File: config.mk
export PLATFORM = sky130hd
export DESIGN_NAME = rv_branch_unit
export DESIGN_NICKNAME = d
export VERILOG_FILES = /design/src/rtl/rv_branch_unit.sv
export SDC_FILE = /design/constraint.sdc
export NUM_CORES = 1
export LEC_CHECK = 0
export BUFFER_PORTS_ARGS = -buffer_cell sky130_fd_sc_hd__buf_4
export CAP_MARGIN = 25
export CORE_MARGIN = 5
export CORE_UTILIZATION = 40
export DETAILED_ROUTE_END_ITERATION = 6
export GPL_TIMING_DRIVEN = 0
export PLACE_DENSITY = 0.86
export RECOVER_POWER = 50
export SETUP_SLACK_MARGIN = 0.2
export SYNTH_ARGS = -nofsm -noshare
export SYNTH_HDL_FRONTEND = slang
export SYNTH_SLANG_ARGS = --single-unit
File: constraint.sdc
create_clock -name clk -period 8.5 [get_ports clk]
set_input_delay 2.55 -clock clk [delete_from_list [all_inputs] [get_ports clk]]
set_output_delay 2.55 -clock clk [all_outputs]
set_load 0.02 [all_outputs]
File: src/rtl/rv_branch_unit.sv
// RV32I conditional-branch resolver: combinational taken/target for PC select,
// plus a one-cycle registered copy of the result and status flags for trace/debug.
module rv_branch_unit #(
    parameter int unsigned XLEN = 32
) (
    input  logic            clk,
    input  logic            rst,
    input  logic            valid_in,
    input  logic [XLEN-1:0] rs1,
    input  logic [XLEN-1:0] rs2,
    input  logic [2:0]      funct3,
    input  logic [XLEN-1:0] pc,
    input  logic [XLEN-1:0] imm,
    output logic            BranchTaken,
    output logic [XLEN-1:0] target,
    output logic            taken_q,
    output logic [XLEN-1:0] target_q,
    output logic            valid_q,
    output logic            illegal_q,
    output logic            misalign_q
);

    typedef enum logic [2:0] {
        F3Beq  = 3'b000,
        F3Bne  = 3'b001,
        F3Rsv2 = 3'b010,
        F3Rsv3 = 3'b011,
        F3Blt  = 3'b100,
        F3Bge  = 3'b101,
        F3Bltu = 3'b110,
        F3Bgeu = 3'b111
    } funct3_e;

    logic            eq;
    logic            lt_s;
    logic            lt_u;
    logic            reserved;
    logic            taken_d;
    logic            illegal_d;
    logic            misalign_d;

    assign eq   = (rs1 == rs2);
    assign lt_s = ($signed(rs1) < $signed(rs2));
    assign lt_u = (rs1 < rs2);

    // Reserved encodings resolve to not-taken so the output is never X.
    always_comb begin
        BranchTaken = 1'b0;
        reserved    = 1'b0;
        unique case (funct3_e'(funct3))
            F3Beq:  BranchTaken = eq;
            F3Bne:  BranchTaken = ~eq;
            F3Blt:  BranchTaken = lt_s;
            F3Bge:  BranchTaken = ~lt_s;
            F3Bltu: BranchTaken = lt_u;
            F3Bgeu: BranchTaken = ~lt_u;
            F3Rsv2, F3Rsv3: reserved = 1'b1;
            default: begin
                BranchTaken = 1'b0;
                reserved    = 1'b0;
            end
        endcase
    end

    // Wraps modulo 2^XLEN; the carry out is intentionally dropped.
    assign target = pc + imm;

    always_comb begin
        taken_d    = valid_in & BranchTaken;
        illegal_d  = valid_in & reserved;
        misalign_d = taken_d & (target[1:0] != 2'b00);
    end

    always_ff @(posedge clk) begin
        if (rst) begin
            valid_q    <= 1'b0;
            taken_q    <= 1'b0;
            target_q   <= '0;
            illegal_q  <= 1'b0;
            misalign_q <= 1'b0;
        end else begin
            valid_q    <= valid_in;
            taken_q    <= taken_d;
            target_q   <= target;
            illegal_q  <= illegal_d;
            misalign_q <= misalign_d;
        end
    end

endmodule

==> impl_metrics.yaml, run 1 <==
clock_network:
  clk_pin_slew_ps: 70
  cts_sinks: 36
  cts_tree: "built"
  cts_root_buffer: "clkbuf_8"
  cts-resized-gates: 0
  cts_setup_buffers: 0
  ctsHoldBuffers: 0
  cts_buffers: 5
  htreeDepth: 2
  cts_buffer_depth: 2
logic_synthesis:
  yosysTopAreaCell: "ha_1"
  syn_area_um2: 3400
  synth_seq_area_share_pct: 21.2
  syn_avg_cell_area_um2: 8.25
  synth_top_area_share_pct: 23.2
  ys_ff_latch: 36
  yosysUniqueCellTypes: 56
  synth_fp_nets: 610
  synth_edf_count: 0
  syn_inst: 412
  async_reset_ff_share_pct: 0
  netlist_top_cells_area: "ha_1 (23%), dfxtp_1 (21%), nor2b_1 (5.7%), a21oi_1 (5.3%), inv_1 (4.6%)"
  synth_warnings: 0
  synthFlopType: "dfxtp_1"
route:
  drtIter0Drc: 109
  top_layer: "met4"
  wl_mm: 11.1
  dr_wl_met3_um: 860
  drtAntennaViolNets: 0
  wl_met1_mm: 4.28
  route.vias.total: 3765
  viasPerCell: 5.19
  wl_per_cell_um: 15.3
  route.met2.wl_mm: 5.61
  firstDrtPassIters: 4
  drc_errors: 0
power_and_ir_drop:
  p_clk_share_pct: 16.6
  power_frac_seq_pct: 28.3
  p_per_area_nw_per_um2: 139
  p_leak_nw: 2.51
  p_total_mw: 0.694
  cell_internal_pwr_mw: 0.416
  sw_frac_of_total_pct: 40.1
  p_switching_mw: 0.279
  power_frac_comb_pct: 55.2
  ir_worst_vdd_mv: 0.0836
hold_path:
  whs_path_depth: 2
  min_from: "funct3[2]"
  hold_end: "illegal_q$_SDFF_PP0_"
  hold_class: "in -> reg"
global_routing:
  grt_overflow: 0
  antenna_found_initial: 0
  grt_usage_pct: 20.0
  grt_max_degree: 11
  grt_pass1_wl_mm: 16.9
  grt_pass1_vias: 3746
layout:
  final_layout_size_suffix_gt1_share_pct: 29.8
  ff_latch_area_um2: 721
  final_util_pct: 60.3
  syn_to_final_growth_pct: 46.6
  fin_cells: 726
  finalNetCount: 819
  multi_input_area_um2: 2500
  fillers: 770
  antenna_cells: 0
  design_area_um2: 4980
die:
  rows: 33
  core-area_um2: 8260
  die_h_um: 102
  ios: 203
  die_area_um2: 10400
  initial_utilization_pct: 41.2
  die_w_um: 102
timing:
  final.period_utilization_pct: 87.9
  fin_ws_ps: 1030
  relSlewSlack_pct: 65.5
  hold_viol: 0
  tightest_slew_ps: 517
  tns_ps: 0
  grt_setup_unrepaired: "no"
  drv_slew: 0
  setup_viol: 0
  hold_slack_ps: 2450
  timing.fmax_mhz: 134
  min_period_ps: 7470
placed_design:
  port-buffer-count: 202
  place_area_um2: 5050
  dpl.hpwl_mm: 9.73
  placed_cells: 719
  gp_congestion: 0.849
  place_ws_ps: 1080
setup_path:
  crit_required_ps: 5950
  critPathKind: "in -> out"
  arrival_ps: 4920
  crit_path_end_kind: "output port"
  cp_max_fo: 5
  worst_setup_path_start_kind: "input pin"
job:
  drv_cap: 0
outcome:
  status: "finished, final reports clean"
cell type report:
| class | count | area share (%) |
|---|---|---|
| buffer | 5 | 0.402 |
| clock buffer | 6 | 1.46 |
| clock inverter | 1 | 0.100 |
| inverter | 42 | 3.16 |
| multi-input combinational | 329 | 50.2 |
| sequential | 36 | 14.5 |
| tap | 105 | 2.64 |
| timing repair buffer | 202 | 27.6 |
how the worst max path moves through the flow:
stage,from,slack (ps),endpoint,depth (start not counted)
final,pc[6],1030,target[20],11
after global routing,pc[1],850,target[21],11
after CTS,pc[7],1070,target[20],11
after detailed placement,pc[7],1080,target[20],11
after global placement,pc[1],1110,target[21],11
after floorplan,pc[6],1440,target[18],8
layout by cell type, fill, tap and decap left out, types with 3 or more instances in the layout:
cell type  instances
ha_1              63
inv_1             42
dfxtp_1           36
nor3b_1            4
buf_4            161
clkbuf_4           3
a21o_1            15
nand2b_1           3
xnor2_1           16
o211ai_1           5
nand2_1           28
nor3_1             3
nand4_1            9
nor2b_1           31
o21a_1             4
and3_1             3
nand3_1           13
nor2_1            17
xor2_1            12
o21bai_1           3
a21oi_1           36
clkbuf_1          43
clkbuf_8           5
a31oi_1            6
o21ai_1            8
o21ai_0            9
a211oi_1           4
critical path, stage by stage:
cell and delay [ps]:
clkbuf_4 110, ha_1 350, a21o_1 220, a221o_1 390
o21ai_2 170, nand2_1 160, a31oi_1 360, o21ai_1 100
o21ai_1 170, xnor2_1 170, buf_4 170
Yosys cell counts (all sizes together) (2+ instances only):
| master | instances |
|---|---|
| o21bai | 3 |
| xor2 | 12 |
| nand3 | 13 |
| and2 | 2 |
| a211oi | 4 |
| or3 | 2 |
| nand2b | 3 |
| a21oi | 38 |
| o21a | 4 |
| xnor2 | 16 |
| o21ai | 18 |
| and3 | 3 |
| nor3 | 3 |
| o221ai | 3 |
| a21boi | 2 |
| nor3b | 4 |
| nor2 | 18 |
| nand2 | 29 |
| inv | 42 |
| nor2b | 31 |
| mux2 | 2 |
| ha | 63 |
| o211ai | 5 |
| clkbuf | 4 |
| nand4 | 9 |
| dfxtp | 36 |
| a21o | 15 |
| nor4 | 3 |
| a31oi | 7 |
sequential cells by signal, indices dropped and copies added, names as in the netlist:
signal / flops
target_q: 32
illegal_q: 1
misalign_q: 1
taken_q: 1
valid_q: 1
per-layer routing:
layer  global-route usage, %  up-vias
met5                       0        -
met4                    8.78        0
met3                    4.57       30
met2                    36.4      156
met1                    22.2     1691
li1                        -     1888
power groups by stage:
| stage | logic, mW | registers [mW] | clock network (mW) |
|---|---|---|---|
| CTS | 0.403 | 0.197 | 0.121 |
| floorplan | 0.200 | 0.227 | 0 |
| finish | 0.383 | 0.196 | 0.115 |
| detailed placement | 0.401 | 0.200 | 0 |
| global placement | 0.392 | 0.199 | 0 |
| global route | 0.416 | 0.199 | 0.130 |
kinds of logic after synthesis:
logic type	Yosys count	synth area share, %
and+or+nand+nor	124	19.7
AOI/OAI and AO/OA	111	22.2
adders and majority gates	64	23.8
buffers and inverters	47	5.23
DFF	36	21.2
xor gates and xnor gates	28	7.21
muxes	2	0.662
Note: power is estimated with default switching activity, not from simulation.
==> run 2, diff against run 1 <==
--- a/config.mk
+++ b/config.mk
@@ -8,10 +8,10 @@
 export BUFFER_PORTS_ARGS = -buffer_cell sky130_fd_sc_hd__buf_4
 export CAP_MARGIN = 25
 export CORE_MARGIN = 5
-export CORE_UTILIZATION = 40
+export CORE_UTILIZATION = 48
 export DETAILED_ROUTE_END_ITERATION = 6
 export GPL_TIMING_DRIVEN = 0
-export PLACE_DENSITY = 0.86
+export PLACE_DENSITY = 0.95
 export RECOVER_POWER = 50
 export SETUP_SLACK_MARGIN = 0.2
 export SYNTH_ARGS = -nofsm -noshare
==> run 2 against run 1 <==
  * Global-route usage rose by 5.6 points
  * Final cell count fell by 1.1%
  * Setup slack got worse by 53 ps
  * Flip-flop and latch count did not move
  * Non-clock buffer count did not move
  * Die area fell by 15%
  * Critical path type unchanged
==> impl_metrics.yaml, run 2 (synthesis gave the netlist of run 1 again) <==
outcome:
  status: "finished, final reports clean"
clock_network:
  cts_setup_buffers: 0
  cts_tree: "built"
  htreeDepth: 2
  cts-resized-gates: 0
  clk_pin_slew_ps: 70
  cts_sinks: 36
  ctsHoldBuffers: 0
  cts_root_buffer: "clkbuf_8"
  cts_buffers: 5
  cts_buffer_depth: 2
timing:
  grt_setup_unrepaired: "no"
  setup_viol: 0
  final.period_utilization_pct: 88.5
  min_period_ps: 7530
  drv_slew: 0
  timing.fmax_mhz: 133
  tightest_slew_ps: 512
  relSlewSlack_pct: 65.9
  tns_ps: 0
  hold_viol: 0
  hold_slack_ps: 2450
die:
  rows: 30
  core-area_um2: 6830
  ios: 203
  die_w_um: 94.2
  die_area_um2: 8870
  die_h_um: 94.2
  initial_utilization_pct: 49.8
setup_path:
  arrival_ps: 4980
  crit_path_end_kind: "output port"
  cp_max_fo: 5
  worst_setup_path_start_kind: "input pin"
  critPathKind: "in -> out"
  crit_required_ps: 5950
route:
  wl_mm: 11.9
  viasPerCell: 5.47
  wl_per_cell_um: 16.6
  route.vias.total: 3924
  drc_errors: 0
  drtIter0Drc: 137
  firstDrtPassIters: 5
  drtAntennaViolNets: 0
power_and_ir_drop:
  p_per_area_nw_per_um2: 143
  ir_worst_vdd_mv: 0.0998
  p_leak_nw: 2.51
placed_design:
  dpl.hpwl_mm: 10.3
  placed_cells: 710
  gp_congestion: 0.881
  port-buffer-count: 202
  place_area_um2: 5040
global_routing:
  grt_pass1_vias: 4132
  grt_overflow: 0
  use_met1_pct: 25.4
  grt_max_degree: 11
  antenna_found_initial: 0
  use_met3_pct: 6.49
  met2_usage_pct: 47.7
  grt_pass1_wl_mm: 18.4
  top_usage_layer: "met2"
  grt_usage_pct: 25.6
layout:
  finalNetCount: 819
  mostFrequentLayoutCell: "buf_4"
  antenna_cells: 0
  design_area_um2: 4980
  final_layout_size_suffix_gt1_share_pct: 29.7
  syn_to_final_growth_pct: 46.6
  mostFrequentLayoutCells: "buf_4 (161), ha_1 (63), clkbuf_1 (44), inv_1 (42)"
  largest_register_ffs: 32
  regMostFlops: "target_q"
  fin_cells: 718
job:
  drv_cap: 0
hold_path:
  hold_class: "in -> reg"
## run 2: power breakdown
part           switching [mW]  total (mW)  internal [mW]  leakage (nW)
logic                   0.218       0.388          0.170          2.17
registers             0.00581       0.196          0.190         0.300
clock network          0.0645       0.131         0.0662        0.0455
## run 2: area by class of cell
type / instances / area, µm²
Clock buffer: 8 / 90.1
Timing Repair Buffer: 202 / 1370
Sequential cell: 36 / 721
Tap cell: 96 / 120
Buffer: 5 / 20.0
Multi-Input combinational cell: 329 / 2500
Fill cell: 541 / 1850
Inverter: 42 / 158
## run 2: per-layer routing
metal  share of wire, %  vias up
li1                   -     1898
met1                 35     1767
met2                 50      206
met3                8.7       53
met4                5.4        0
met5                  0        -
## run 2: per-stage QoR
step / power [mW] / util [%] / setup WS [ps]
6_report: 0.715 / 72.9 / 974
5_1_grt: 0.757 / 72.9 / 817
3_5_place_dp: 0.604 / 73.7 / 1060
3_3_place_gp: 0.589 / 73.7 / 1120
2_1_floorplan: 0.428 / - / 1440
4_1_cts: 0.734 / 75.0 / 1050
## run 2: final timing paths
path	startpoint	end	slack (ps)	cells past startpoint
max	pc[6]	target[21]	970	11
min	funct3[2]	illegal_q$_SDFF_PP0_	2450	2
## run 2: worst max-delay path, cell delays in order
cell      delay (ps)
clkbuf_4         110
ha_1             350
a21o_1           220
a31o_2           270
a31oi_2          240
a21oi_1          100
nor2_1           250
o21ai_1          200
a2111o_1         460
nand3_1           80
buf_4            150
==> run 3, diff against run 2 <==
--- a/config.mk
+++ b/config.mk
@@ -11,7 +11,7 @@
 export CORE_UTILIZATION = 48
 export DETAILED_ROUTE_END_ITERATION = 6
 export GPL_TIMING_DRIVEN = 0
-export PLACE_DENSITY = 0.95
+export PLACE_DENSITY = 0.87
 export RECOVER_POWER = 50
 export SETUP_SLACK_MARGIN = 0.2
 export SYNTH_ARGS = -nofsm -noshare
==> run 3 against run 2 <==
  * Critical path type unchanged
  * Clock-buffer cell count fell by 3
  * Highest routed layer unchanged
  * Sequential power barely moved
  * Flip-flop and latch count did not move
==> impl_metrics.yaml, run 3 (synthesis gave the netlist of run 1 again) <==
timing:
  final.period_utilization_pct: 88.1
  tns_ps: 0
  hold_viol: 0
  hold_slack_ps: 2440
  tightest_slew_ps: 515
  timing.fmax_mhz: 134
  drv_slew: 0
  min_period_ps: 7490
  setup_viol: 0
  relSlewSlack_pct: 65.7
  fin_ws_ps: 1010
  grt_setup_unrepaired: "no"
setup_path:
  critPathKind: "in -> out"
  crit_required_ps: 5950
  arrival_ps: 4940
  worst_setup_path_start_kind: "input pin"
  crit_end: "target[21]"
  cp_max_fo: 5
  timing.critical_path.from: "pc[6]"
  crit_path_end_kind: "output port"
power_and_ir_drop:
  p_total_mw: 0.734
  p_switching_mw: 0.287
  cell_internal_pwr_mw: 0.447
  p_leak_nw: 2.52
  p_per_area_nw_per_um2: 147
  sw_frac_of_total_pct: 39.1
  power_frac_comb_pct: 52.5
  ir_worst_vdd_mv: 0.109
  p_clk_share_pct: 20.9
  power_frac_seq_pct: 26.6
hold_path:
  hold_class: "in -> reg"
  min_from: "funct3[2]"
  whs_path_depth: 2
route:
  drc_errors: 0
  wl_mm: 11.5
  drtIter0Drc: 113
  route.vias.total: 3803
  firstDrtPassIters: 5
  drtAntennaViolNets: 0
  wl_per_cell_um: 16.0
  route.met2.wl_mm: 5.91
  wl_met1_mm: 4.39
  top_layer: "met4"
  viasPerCell: 5.30
  dr_wl_met3_um: 873
clock_network:
  cts_tree: "built"
  cts_sinks: 36
  cts_buffer_depth: 2
  clk_pin_slew_ps: 80
  ctsHoldBuffers: 0
  cts_setup_buffers: 0
  cts_root_buffer: "clkbuf_8"
  cts_buffers: 5
  htreeDepth: 2
  cts-resized-gates: 0
die:
  die_area_um2: 8870
  initial_utilization_pct: 49.8
  core-area_um2: 6830
  die_h_um: 94.2
  rows: 30
  die_w_um: 94.2
  ios: 203
layout:
  mostFrequentLayoutCell: "buf_4"
  ff_latch_area_um2: 721
  syn_to_final_growth_pct: 47.2
  regMostFlops: "target_q"
  largest_register_ffs: 32
  fillers: 594
  mostFrequentLayoutCells: "buf_4 (161), ha_1 (63), inv_1 (42), clkbuf_1 (42)"
  finalNetCount: 819
  fin_cells: 718
  design_area_um2: 5000
  final_layout_size_suffix_gt1_share_pct: 30.1
  antenna_cells: 0
  multi_input_area_um2: 2500
  final_util_pct: 73.3
placed_design:
  place_ws_ps: 1050
  place_area_um2: 5040
  gp_congestion: 0.848
  port-buffer-count: 202
  dpl.hpwl_mm: 9.95
  placed_cells: 710
global_routing:
  grt_pass1_vias: 3848
  grt_usage_pct: 24.8
  grt_pass1_wl_mm: 17.9
  grt_overflow: 0
  antenna_found_initial: 0
  grt_max_degree: 13
outcome:
  status: "finished, final reports clean"
job:
  drv_cap: 0
## run 3: worst min-delay path by stage
stage | to | slack, ps
6_report | illegal_q$_SDFF_PP0_ | 2440
5_1_grt | illegal_q$_SDFF_PP0_ | 2440
4_1_cts | illegal_q$_SDFF_PP0_ | 2440
3_5_place_dp | illegal_q$_SDFF_PP0_ | 2750
3_3_place_gp | illegal_q$_SDFF_PP0_ | 2740
2_1_floorplan | target_q[29]$_SDFF_PP0_ | 2620
## run 3: critical path, stage by stage
cell and delay (ps):
clkbuf_4 110, ha_1 350, a21o_1 210, a31o_2 260, a31oi_2 250, a21oi_1 110
nor2_1 220, o21ai_1 180, a2111o_1 470, nand3_1 80, buf_4 140
## run 3: area by class of cell
cell class	instances	area share, %
inverter	42	3.15
buffer	5	0.400
timing repair buffer	202	27.5
sequential	36	14.4
clock inverter	3	0.850
clock buffer	5	1.38
tap	96	2.40
multi-input combinational	329	50.0
## run 3: power groups by stage
stage	clock, mW	sequential, mW	combinational [mW]
floorplan	0	0.227	0.200
global placement	0	0.199	0.392
detailed placement	0	0.200	0.401
CTS	0.157	0.196	0.404
global route	0.166	0.198	0.418
finish	0.153	0.195	0.386
## run 3: per-layer routing
| metal | GRT usage (%) | up-vias |
|---|---|---|
| li1 | - | 1890 |
| met1 | 26.3 | 1715 |
| met2 | 47.5 | 174 |
| met3 | 6.09 | 24 |
| met4 | 7.94 | 0 |
| met5 | 0 | - |
